### src/rtl/stream_mux_rr.sv
// stream_mux_rr: N:1 valid/ready stream multiplexer with a one-entry
// registered output stage. The source is picked either by an external select
// (mode=0) or by a round-robin arbiter (mode=1).
//
// Build option: define STREAM_MUX_HOLD_GRANT_EN to let a round-robin winner
// keep the grant for up to BURST_MAX consecutive beats while it stays valid.
// Without it, round-robin re-arbitrates after every accepted beat.
//
// Handshake: a beat moves on channel i in a cycle where in_valid[i] and
// in_ready[i] are both 1, and leaves the output when out_valid and out_ready
// are both 1. Once asserted, valid is expected to stay asserted until taken.
// in_ready never depends on in_valid in fixed mode; in round-robin mode the
// grant is a function of the in_valid vector.
module stream_mux_rr #(
   parameter int WIDTH     = 32,
   parameter int NUM_IN    = 4,
   parameter int SEL_W     = 2,
   parameter int BURST_MAX = 4
) (
   input  logic                    clk,
   input  logic                    reset,
   input  logic                    mode,
   input  logic [SEL_W-1:0]        sel,
   input  logic [NUM_IN*WIDTH-1:0] in_data,
   input  logic [NUM_IN-1:0]       in_valid,
   output logic [NUM_IN-1:0]       in_ready,
   output logic [WIDTH-1:0]        out_data,
   output logic [SEL_W-1:0]        out_chan,
   output logic                    out_valid,
   input  logic                    out_ready
);

   localparam int IDX_N = 2 ** SEL_W;
   localparam int CNT_W = $clog2(BURST_MAX + 1);

   // Reject configurations the index arithmetic cannot represent.
   if (NUM_IN < 2 || NUM_IN > 16 || IDX_N < NUM_IN || BURST_MAX < 1 || CNT_W < 1) begin : g_bad_cfg
      $error("stream_mux_rr: illegal parameter combination");
   end

   logic [SEL_W-1:0] ptr;        // last channel granted by round-robin
   logic             can_load;   // output register free or draining this cycle
   logic             grant_en;
   logic [SEL_W-1:0] grant_idx;
   logic             xfer;       // an input beat is accepted this cycle
   logic             rr_found;
   logic [SEL_W-1:0] rr_idx;
   logic             hold_act;   // current round-robin owner keeps the grant
   logic [WIDTH-1:0] sel_data;
   logic [IDX_N-1:0] valid_pad;  // in_valid widened so any SEL_W index is legal

   assign valid_pad = IDX_N'(in_valid);
   assign can_load  = !out_valid || out_ready;

   // Round-robin search: first valid channel after ptr, wrapping at NUM_IN.
   always_comb begin
      logic [SEL_W:0] cand;
      rr_found = 1'b0;
      rr_idx   = '0;
      cand     = '0;
      for (int k = 1; k <= NUM_IN; k++) begin
         cand = {1'b0, ptr} + (SEL_W+1)'(k);
         if (cand >= (SEL_W+1)'(NUM_IN)) begin
            cand = cand - (SEL_W+1)'(NUM_IN);
         end
         if (!rr_found && valid_pad[cand[SEL_W-1:0]]) begin
            rr_found = 1'b1;
            rr_idx   = cand[SEL_W-1:0];
         end
      end
   end

`ifdef STREAM_MUX_HOLD_GRANT_EN
   logic [CNT_W-1:0] burst_cnt;  // beats taken so far in the current burst

   assign hold_act = mode && (burst_cnt != '0) && valid_pad[ptr];

   // Burst counter: count owner beats, clear on burst limit, drop or mode=0.
   always_ff @(posedge clk) begin
      if (reset || !mode) begin
         burst_cnt <= '0;
      end else if (xfer) begin
         if (hold_act) begin
            if (burst_cnt == CNT_W'(BURST_MAX - 1)) begin
               burst_cnt <= '0;
            end else begin
               burst_cnt <= burst_cnt + CNT_W'(1);
            end
         end else begin
            burst_cnt <= (BURST_MAX > 1) ? CNT_W'(1) : '0;
         end
      end else if (burst_cnt != '0 && !valid_pad[ptr]) begin
         burst_cnt <= '0;
      end
   end
`else
   assign hold_act = 1'b0;
`endif

   // Grant selection: external select in fixed mode, arbiter otherwise.
   always_comb begin
      grant_en  = 1'b0;
      grant_idx = '0;
      if (!mode) begin
         if ({1'b0, sel} < (SEL_W+1)'(NUM_IN)) begin
            grant_en  = 1'b1;
            grant_idx = sel;
         end
      end else if (hold_act) begin
         grant_en  = 1'b1;
         grant_idx = ptr;
      end else if (rr_found) begin
         grant_en  = 1'b1;
         grant_idx = rr_idx;
      end
   end

   // Ready decode: one-hot on the granted channel when the register can load.
   always_comb begin
      in_ready = '0;
      for (int i = 0; i < NUM_IN; i++) begin
         in_ready[i] = !reset && can_load && grant_en && (grant_idx == SEL_W'(i));
      end
   end

   assign xfer = !reset && can_load && grant_en && valid_pad[grant_idx];

   // Data mux for the granted channel.
   always_comb begin
      sel_data = '0;
      for (int i = 0; i < NUM_IN; i++) begin
         if (grant_idx == SEL_W'(i)) begin
            sel_data = in_data[i*WIDTH +: WIDTH];
         end
      end
   end

   // Output register: load on transfer, empty on drain, hold under backpressure.
   always_ff @(posedge clk) begin
      if (reset) begin
         out_valid <= 1'b0;
         out_data  <= '0;
         out_chan  <= '0;
      end else if (xfer) begin
         out_valid <= 1'b1;
         out_data  <= sel_data;
         out_chan  <= grant_idx;
      end else if (out_ready) begin
         out_valid <= 1'b0;
      end
   end

   // Round-robin pointer: advances to the winner of each accepted mode=1 beat.
   always_ff @(posedge clk) begin
      if (reset) begin
         ptr <= SEL_W'(NUM_IN - 1);
      end else if (xfer && mode) begin
         ptr <= grant_idx;
      end
   end

endmodule

### config.mk
export PLATFORM = sky130hd
export DESIGN_NAME = stream_mux_rr
export DESIGN_NICKNAME = d
export VERILOG_FILES = /design/src/rtl/stream_mux_rr.sv
export SDC_FILE = /design/constraint.sdc
export NUM_CORES = 1
export LEC_CHECK = 0
export ABC_CLOCK_PERIOD_IN_PS = 3800
export CAP_MARGIN = 20
export CORE_MARGIN = 2
export CORE_UTILIZATION = 38
export CTS_CLUSTER_SIZE = 12
export DETAILED_ROUTE_END_ITERATION = 7
export MAX_ROUTING_LAYER = met4
export PLACE_DENSITY = 0.93
export SLEW_MARGIN = 30
export SYNTH_ARGS = -nofsm -noshare
export SYNTH_HDL_FRONTEND = slang
export SYNTH_SLANG_ARGS = --single-unit
### constraint.sdc
create_clock -name clk -period 3.8 [get_ports clk]
set_input_delay 1.14 -clock clk [delete_from_list [all_inputs] [get_ports clk]]
set_output_delay 1.14 -clock clk [all_outputs]
set_load 0.05 [all_outputs]
==> out/results.tsv, run 1 <==
stage	metric	value	unit
min_path	Hold Startpoint	out_chan[0]	
routing	Total Wirelength	11450	µm
global_route	vias in the first global route	3721	
pwr	Lkg Pwr	0.002046	µW
routing	First-pass DRT Iterations	4	
synth	largest area contributor in the netlist	dfxtp_1	
critical_path	Max stage delay on crit path	0.45	ns
clocking	clock buffer depth	2	
global_route	Global Route met2 Usage	0.4737	
synth	top-count cell post-synth	dfxtp_1	
clocking	H-tree levels	2	
global_route	grt peak-use layer	met2	
global_route	largest net degree at the start of global routing	67	
synth	synthesized area per cell	8.691	µm²
critical_path	CP required	2.66	ns
min_path	Worst Hold Class	flop to flop	
synth	Syn Inst Count	335	
layout	Syn-to-layout area delta	78.73	%
clocking	cts bufs inserted	5	
clocking	CTS Hold Buffers Added	0	
routing	initial DRC count	149	
timing	Final Max Tran Viols	0	
routing	DR vias/cell	5.981	
timing	Setup Skew	0.01170	ns
synth	Seq/Total Area, Yosys	0.2544	
critical_path	delay-heaviest family, CP	buffers and inverters	
pwr	Power Density	336.9	mW/mm²
placed_design	hpwl dp	7929	µm
floorplanning	Die H	91.53	µm
pwr	maximum vdd drop	0.1862	mV
critical_path	CP bufs+invs	3	
critical_path	cells on worst reg2reg path	18	
placed_design	routability cong.	0.8677	
timing	Final setup viols	0	
critical_path	worst setup path class	primary input to output port	
critical_path	crit path max-delay cell type	clkdlybuf4s50_1	
critical_path	reg2reg start	ptr[1]	
critical_path	worst reg-to-reg setup slack	0.59	ns
synth	most instantiated cells after synthesis	dfxtp_1 (37), and2_1 (35), o31ai_1 (33)	
global_route	initial antenna violation count	0	
min_path	WHS Path Cells	2	
layout	layout net count	659	
global_route	total grt overflow	0	
placed_design	input/output buffers	176	
global_route	met1 Usage GRT	0.3178	
synth	Post-synth EDFFs	0	
floorplanning	Die Area	0.008378	mm²
routing	post-route antenna net violation count	0	
synth	synth unique cells	43	
synth	Mapped Area	0.002912	mm²
timing	crit path time final	3.689	ns
min_path	Min-Delay Endpoint	out_chan[0]	
timing	Tightest Pin Transition	0.5946	ns
floorplanning	io pins	177	
synth	FF+latch count, synth	37	
synth	top cells by area, synth	dfxtp_1 (25%), o211a_1 (11%), a221oi_1 (9.6%)	
synth	Synth top area share	0.2544	
critical_path	critical path arrival	2.55	ns
critical_path	reg2reg end	ptr[0]	
layout	layout cells sized above 1	0.1552	
synth	Synth Flop Type	dfxtp_1	
clocking	Reg clk slew, reported paths	0.06	ns
timing	Final Hold Viols	0	
critical_path	worst path cell trace	clkdlybuf4s50_1, nand2b_1, and2_1, o21ai_1, buf_4, nor3_4, buf_12	
synth	Yosys warnings	0	
clocking	root buffer cell	clkbuf_8	
timing	unrepaired setup endpoints after global routing	false	
timing	max_slew headroom	0.6036	
clocking	Worst-Skew Late Latency	0.28	ns
clocking	CTS tree	done	
global_route	first-pass GRT wire length	18160	µm
routing	Post-route DRC	0	
global_route	overall global routing resource usage	0.2727	
floorplanning	core area	0.007331	mm²
timing	setup ws final	0.1110	ns
synth	Post-Syn Nets	473	
floorplanning	die width	91.53	µm
layout	Seq. cell area	740.7	µm²
floorplanning	Initial Utilization	0.3972	
timing	Period Utilization, post-route	0.9708	
timing	FMAX	271.1	MHz
layout	number of fill cells	517	
routing	DR WL/cell	18.44	µm
floorplanning	FP Rows	31	
placed_design	pre-CTS setup slack	-0.2985	ns
job	max-cap viol count	0	
clocking	CTS sink count	37	
run_status	status	complete, no violations	
pwr	overall power	1753	µW
critical_path	Setup crit end kind	output port	
global_route	GRT met3 Usage	0.04813	
synth	ys async rst share	0	
layout	Antenna Cells	0	
critical_path	CP Launch Type	primary input	
critical_path	CP Max Fanout	4	
layout	multi-input logic area	0.002063	mm²
routing	total number of vias	3714	
## sequential cells by signal, summed over array words and instances (netlist names)
name       count
ptr            2
out_chan       2
out_data      32
out_valid      1
## layout make-up
cell class | count | share of cell area
inverters | 4 | 0.002885
repair buffers | 223 | 0.4121
well taps | 99 | 0.02380
flip-flops and latches | 37 | 0.1423
clock buffers | 7 | 0.01659
clock inverters | 1 | 0.005771
multi-input cells | 250 | 0.3965
## worst register-to-register path, cell delays in order, from the launching register on
cell       delay [ns]
dfxtp_1          0.42
or4_4            0.60
o31ai_4          0.09
a21oi_2          0.09
buf_4            0.14
buf_4            0.12
buf_4            0.12
buf_4            0.12
buf_4            0.12
buf_4            0.12
buf_4            0.12
buf_4            0.12
buf_4            0.12
buf_4            0.12
buf_4            0.12
buf_4            0.12
buf_4            0.13
o2111ai_1        0.19
nand3_1          0.09
## stage by stage
step | instances | setup TNS (ns) | utilization | area (µm²) | hold WS (ns)
2_1_floorplan | 335 | -0.2807 | - | 2944 | 0.5334
3_3_place_gp | 600 | -1.039 | 0.6733 | 4936 | 0.4643
3_5_place_dp | 600 | -1.167 | 0.6733 | 4936 | 0.4816
4_1_cts | 620 | 0 | 0.7063 | 5177 | 0.4909
5_1_grt | 621 | 0 | 0.7098 | 5204 | 0.5456
6_report | 621 | 0 | 0.7098 | 5204 | 0.4965
## worst max-delay path by stage
stage,start,to,slack (ns),cells after the start
after floorplan,in_valid[1],in_ready[2],-0.14,6
after global placement,in_valid[3],in_ready[0],-0.27,8
after detailed placement,in_valid[3],in_ready[1],-0.30,8
after CTS,in_valid[1],in_ready[2],0.008,7
after global routing,in_valid[2],ptr[1],0.005,19
final,out_ready,in_ready[3],0.11,7
## where the power goes
group	internal, µW	switching [µW]
Clock	214	135
Sequential	448	38.5
Combinational	405	513
## layout by cell type, fill, tap and decap left out, types with 3 or more instances in the layout
master,n
nor2_1,5
clkbuf_2,4
nand3_1,6
buf_12,4
clkbuf_8,6
o31ai_1,32
nor3_4,4
o21ai_1,3
and2_1,35
buf_4,45
o211ai_1,32
a211oi_1,32
nor2b_1,3
a221oi_1,32
o211a_1,32
clkdlybuf4s50_1,167
dfxtp_1,37
## repair_timing
item | 4_1_cts | 5_1_grt
resized for setup | 12 | 16
endpoints found under the setup margin | 4 | 6
pin swaps | 5 | 2
gates cloned | 0 | 0
buffers inserted | 12 | 1
## kinds of logic (layout without fill, tap and decap cells)
family	after synthesis	count (layout)	synth area share
DFF	37	37	0.2544
and+or+nand+nor	65	65	0.1324
buffers and inverters	48	235	0.07864
muxes	3	3	0.01461
AOI/OAI and AO/OA	182	182	0.5200
## per-layer routing
| layer | vias to the layer above | wire (µm) |
|---|---|---|
| met2 | 162 | 5866 |
| li1 | 1753 | - |
| met3 | 16 | 788 |
| met1 | 1783 | 4586 |
| met5 | - | 0 |
| met4 | 0 | 207 |
Note: power is estimated with default switching activity, not from simulation.
==> inputs of run 2 (changes only) <==
- RECOVER_POWER: unset -> 100
- SKIP_LAST_GASP: unset -> 1
==> out/results.tsv, run 2 (synthesis results as in run 1) <==
stage	metric	value	unit	change
placed_design	pre-CTS setup slack	-0.2985	ns	unchanged
min_path	WHS Path Cells	2		unchanged
layout	final instance area	0.005181	mm²	-0.43%
global_route	initial antenna violation count	0		unchanged
routing	total number of vias	3747		+0.89%
floorplanning	Die Area	0.008378	mm²	unchanged
global_route	vias in the first global route	3721		unchanged
global_route	largest net degree at the start of global routing	67		unchanged
clocking	CTS Hold Buffers Added	0		unchanged
routing	DR vias/cell	6.034		+0.89%
critical_path	worst reg-to-reg setup slack	0.56	ns	-0.03 ns
routing	First-pass DRT Iterations	4		unchanged
critical_path	CP required	3.94	ns	+1.28 ns
routing	Post-route DRC	0		unchanged
run_status	status	complete, no violations		
placed_design	hpwl dp	7929	µm	unchanged
critical_path	critical path startpoint	in_valid[2]		
timing	crit path time final	3.710	ns	+0.02110 ns
timing	setup_tns	0	ns	unchanged
layout	Finished Layout Cells	621		unchanged
placed_design	dpl cell area	0.004936	mm²	unchanged
critical_path	CP Capture Point	ptr[0]		
floorplanning	die width	91.53	µm	unchanged
clocking	CTS sink count	37		unchanged
placed_design	Placed Cells incl. Taps	600		unchanged
layout	registers with the most flip-flops	out_data (32), out_chan (2), ptr (2)		
layout	layout cells sized above 1	0.1513		-0.003831
timing	max_slew headroom	0.2303		-0.3733
floorplanning	core area	0.007331	mm²	unchanged
layout	layout net count	659		unchanged
clocking	CTS tree	done		
critical_path	CP Max Fanout	6		+2
placed_design	input/output buffers	176		unchanged
pwr	Lkg Pwr	0.002117	µW	+3.5%
timing	Final setup viols	0		unchanged
routing	Total Wirelength	11440	µm	-0.10%
clocking	Worst-Skew Late Latency	0.28	ns	about the same
clocking	clock buffer depth	2		unchanged
floorplanning	FP Rows	31		unchanged
timing	Setup Skew	0.01154	ns	-0.0001652 ns
critical_path	reg2reg end	ptr[0]		
layout	max reg flops	32		unchanged
global_route	overall global routing resource usage	0.2727		unchanged
layout	Largest Register	out_data		
critical_path	cells on worst reg2reg path	18		unchanged
min_path	Worst Hold Class	flop to flop		
critical_path	Setup crit end kind	flop		
routing	post-route antenna net violation count	0		unchanged
global_route	first-pass GRT wire length	18160	µm	unchanged
timing	Tightest Pin Transition	1.154	ns	+0.5599 ns
critical_path	worst setup path class	primary input to flop		
routing	initial DRC count	147		-1.3%
critical_path	reg2reg start	ptr[1]		
layout	Antenna Cells	0		unchanged
job	max-cap viol count	0		unchanged
floorplanning	Initial Utilization	0.3972		unchanged
pwr	maximum vdd drop	0.1857	mV	-0.24%
floorplanning	Die H	91.53	µm	unchanged
layout	final core utilization	0.7068		-0.003072
routing	DR WL/cell	18.42	µm	-0.10%
critical_path	CP Launch Type	primary input		
layout	most common cell after layout, fill and taps aside	clkdlybuf4s50_1		
timing	FMAX	269.5	MHz	-0.57%
placed_design	routability cong.	0.8677		unchanged
global_route	total grt overflow	0		unchanged
layout	Syn-to-layout area delta	77.95	%	
critical_path	critical path arrival	3.85	ns	+1.30 ns
clocking	cts bufs inserted	5		unchanged
clocking	Reg clk slew, reported paths	0.06	ns	about the same
floorplanning	io pins	177		unchanged
timing	Final Max Tran Viols	0		unchanged
timing	setup ws final	0.08994	ns	-0.02110 ns
layout	most frequent cells in the layout	clkdlybuf4s50_1 (132), buf_4 (43), dfxtp_1 (37), and2_1 (35), dlygate4sd3_1 (35)		
clocking	root buffer cell	clkbuf_8		
timing	Period Utilization, post-route	0.9763		+0.005553
pwr	Power Density	333.3	mW/mm²	-1.1%
clocking	H-tree levels	2		unchanged
timing	Final Hold Viols	0		unchanged
[run 2: changes by cell type in the layout (fill, tap and decap cells not counted), sizes merged]
cell,change
clkdlybuf4s50,-35
dlygate4sd3,+35
buf,-3
clkbuf,+3
[run 2: what timing repair did]
item | 4_1_cts | 5_1_grt
setup endpoints to repair | 4 | 6
endpoints found under the hold margin | 0 | 0
pin swaps | 5 | 2
resized for setup | 12 | 16
setup buffers | 12 | 1
cloned | 0 | 0
[run 2: worst min path at each step]
stage / end / slack (ns) / from
after global placement: out_chan[0] / 0.46 / out_chan[0]
after CTS: out_chan[0] / 0.49 / out_chan[0]
after detailed placement: out_chan[0] / 0.48 / out_chan[0]
after floorplan: ptr[0] / 0.53 / ptr[0]
final: out_chan[0] / 0.49 / out_chan[0]
after global routing: out_data[31] / 0.54 / out_data[31]
[run 2: layer usage]
layer | track usage | share of wire | vias up
met5 | - | 0 | -
met4 | 0.08838 | 0.022 | 0
met3 | 0.04813 | 0.074 | 22
met2 | 0.4737 | 0.51 | 187
met1 | 0.3178 | 0.39 | 1780
li1 | - | - | 1758
[run 2: where the power goes]
group	total (µW)	internal, µW	leakage, µW	switching, µW
Combinational	892	381	0.00175	511
Sequential	484	448	0.000307	35.8
Clock	351	214	0.0000585	137
[run 2: cell type report]
cell class	count	area, µm²
Fill cell	520	2150
Timing Repair Buffer	223	2130
Multi-Input combinational cell	250	2056
Sequential cell	37	740.7
Tap cell	99	123.9
Clock buffer	7	86.33
Clock inverter	1	30.03
Inverter	4	15.01
[run 2: critical path, cell delays in order]
cell	delay, ns
clkbuf_2	0.12
or4_4	0.51
o31ai_4	0.09
a21oi_1	0.12
buf_4	0.15
buf_4	0.12
buf_4	0.12
clkbuf_4	0.13
buf_4	0.12
buf_4	0.12
buf_4	0.12
buf_4	0.12
buf_4	0.12
buf_4	0.12
buf_4	0.12
buf_4	0.12
buf_4	0.13
o2111ai_1	0.19
nand3_1	0.09
[run 2: metrics by stage]
stage	total power, µW	hold WS (ns)
after floorplan	1005	0.5334
after global placement	1363	0.4643
after detailed placement	1382	0.4816
after CTS	1751	0.4909
after global routing	1810	0.5427
final	1727	0.4926
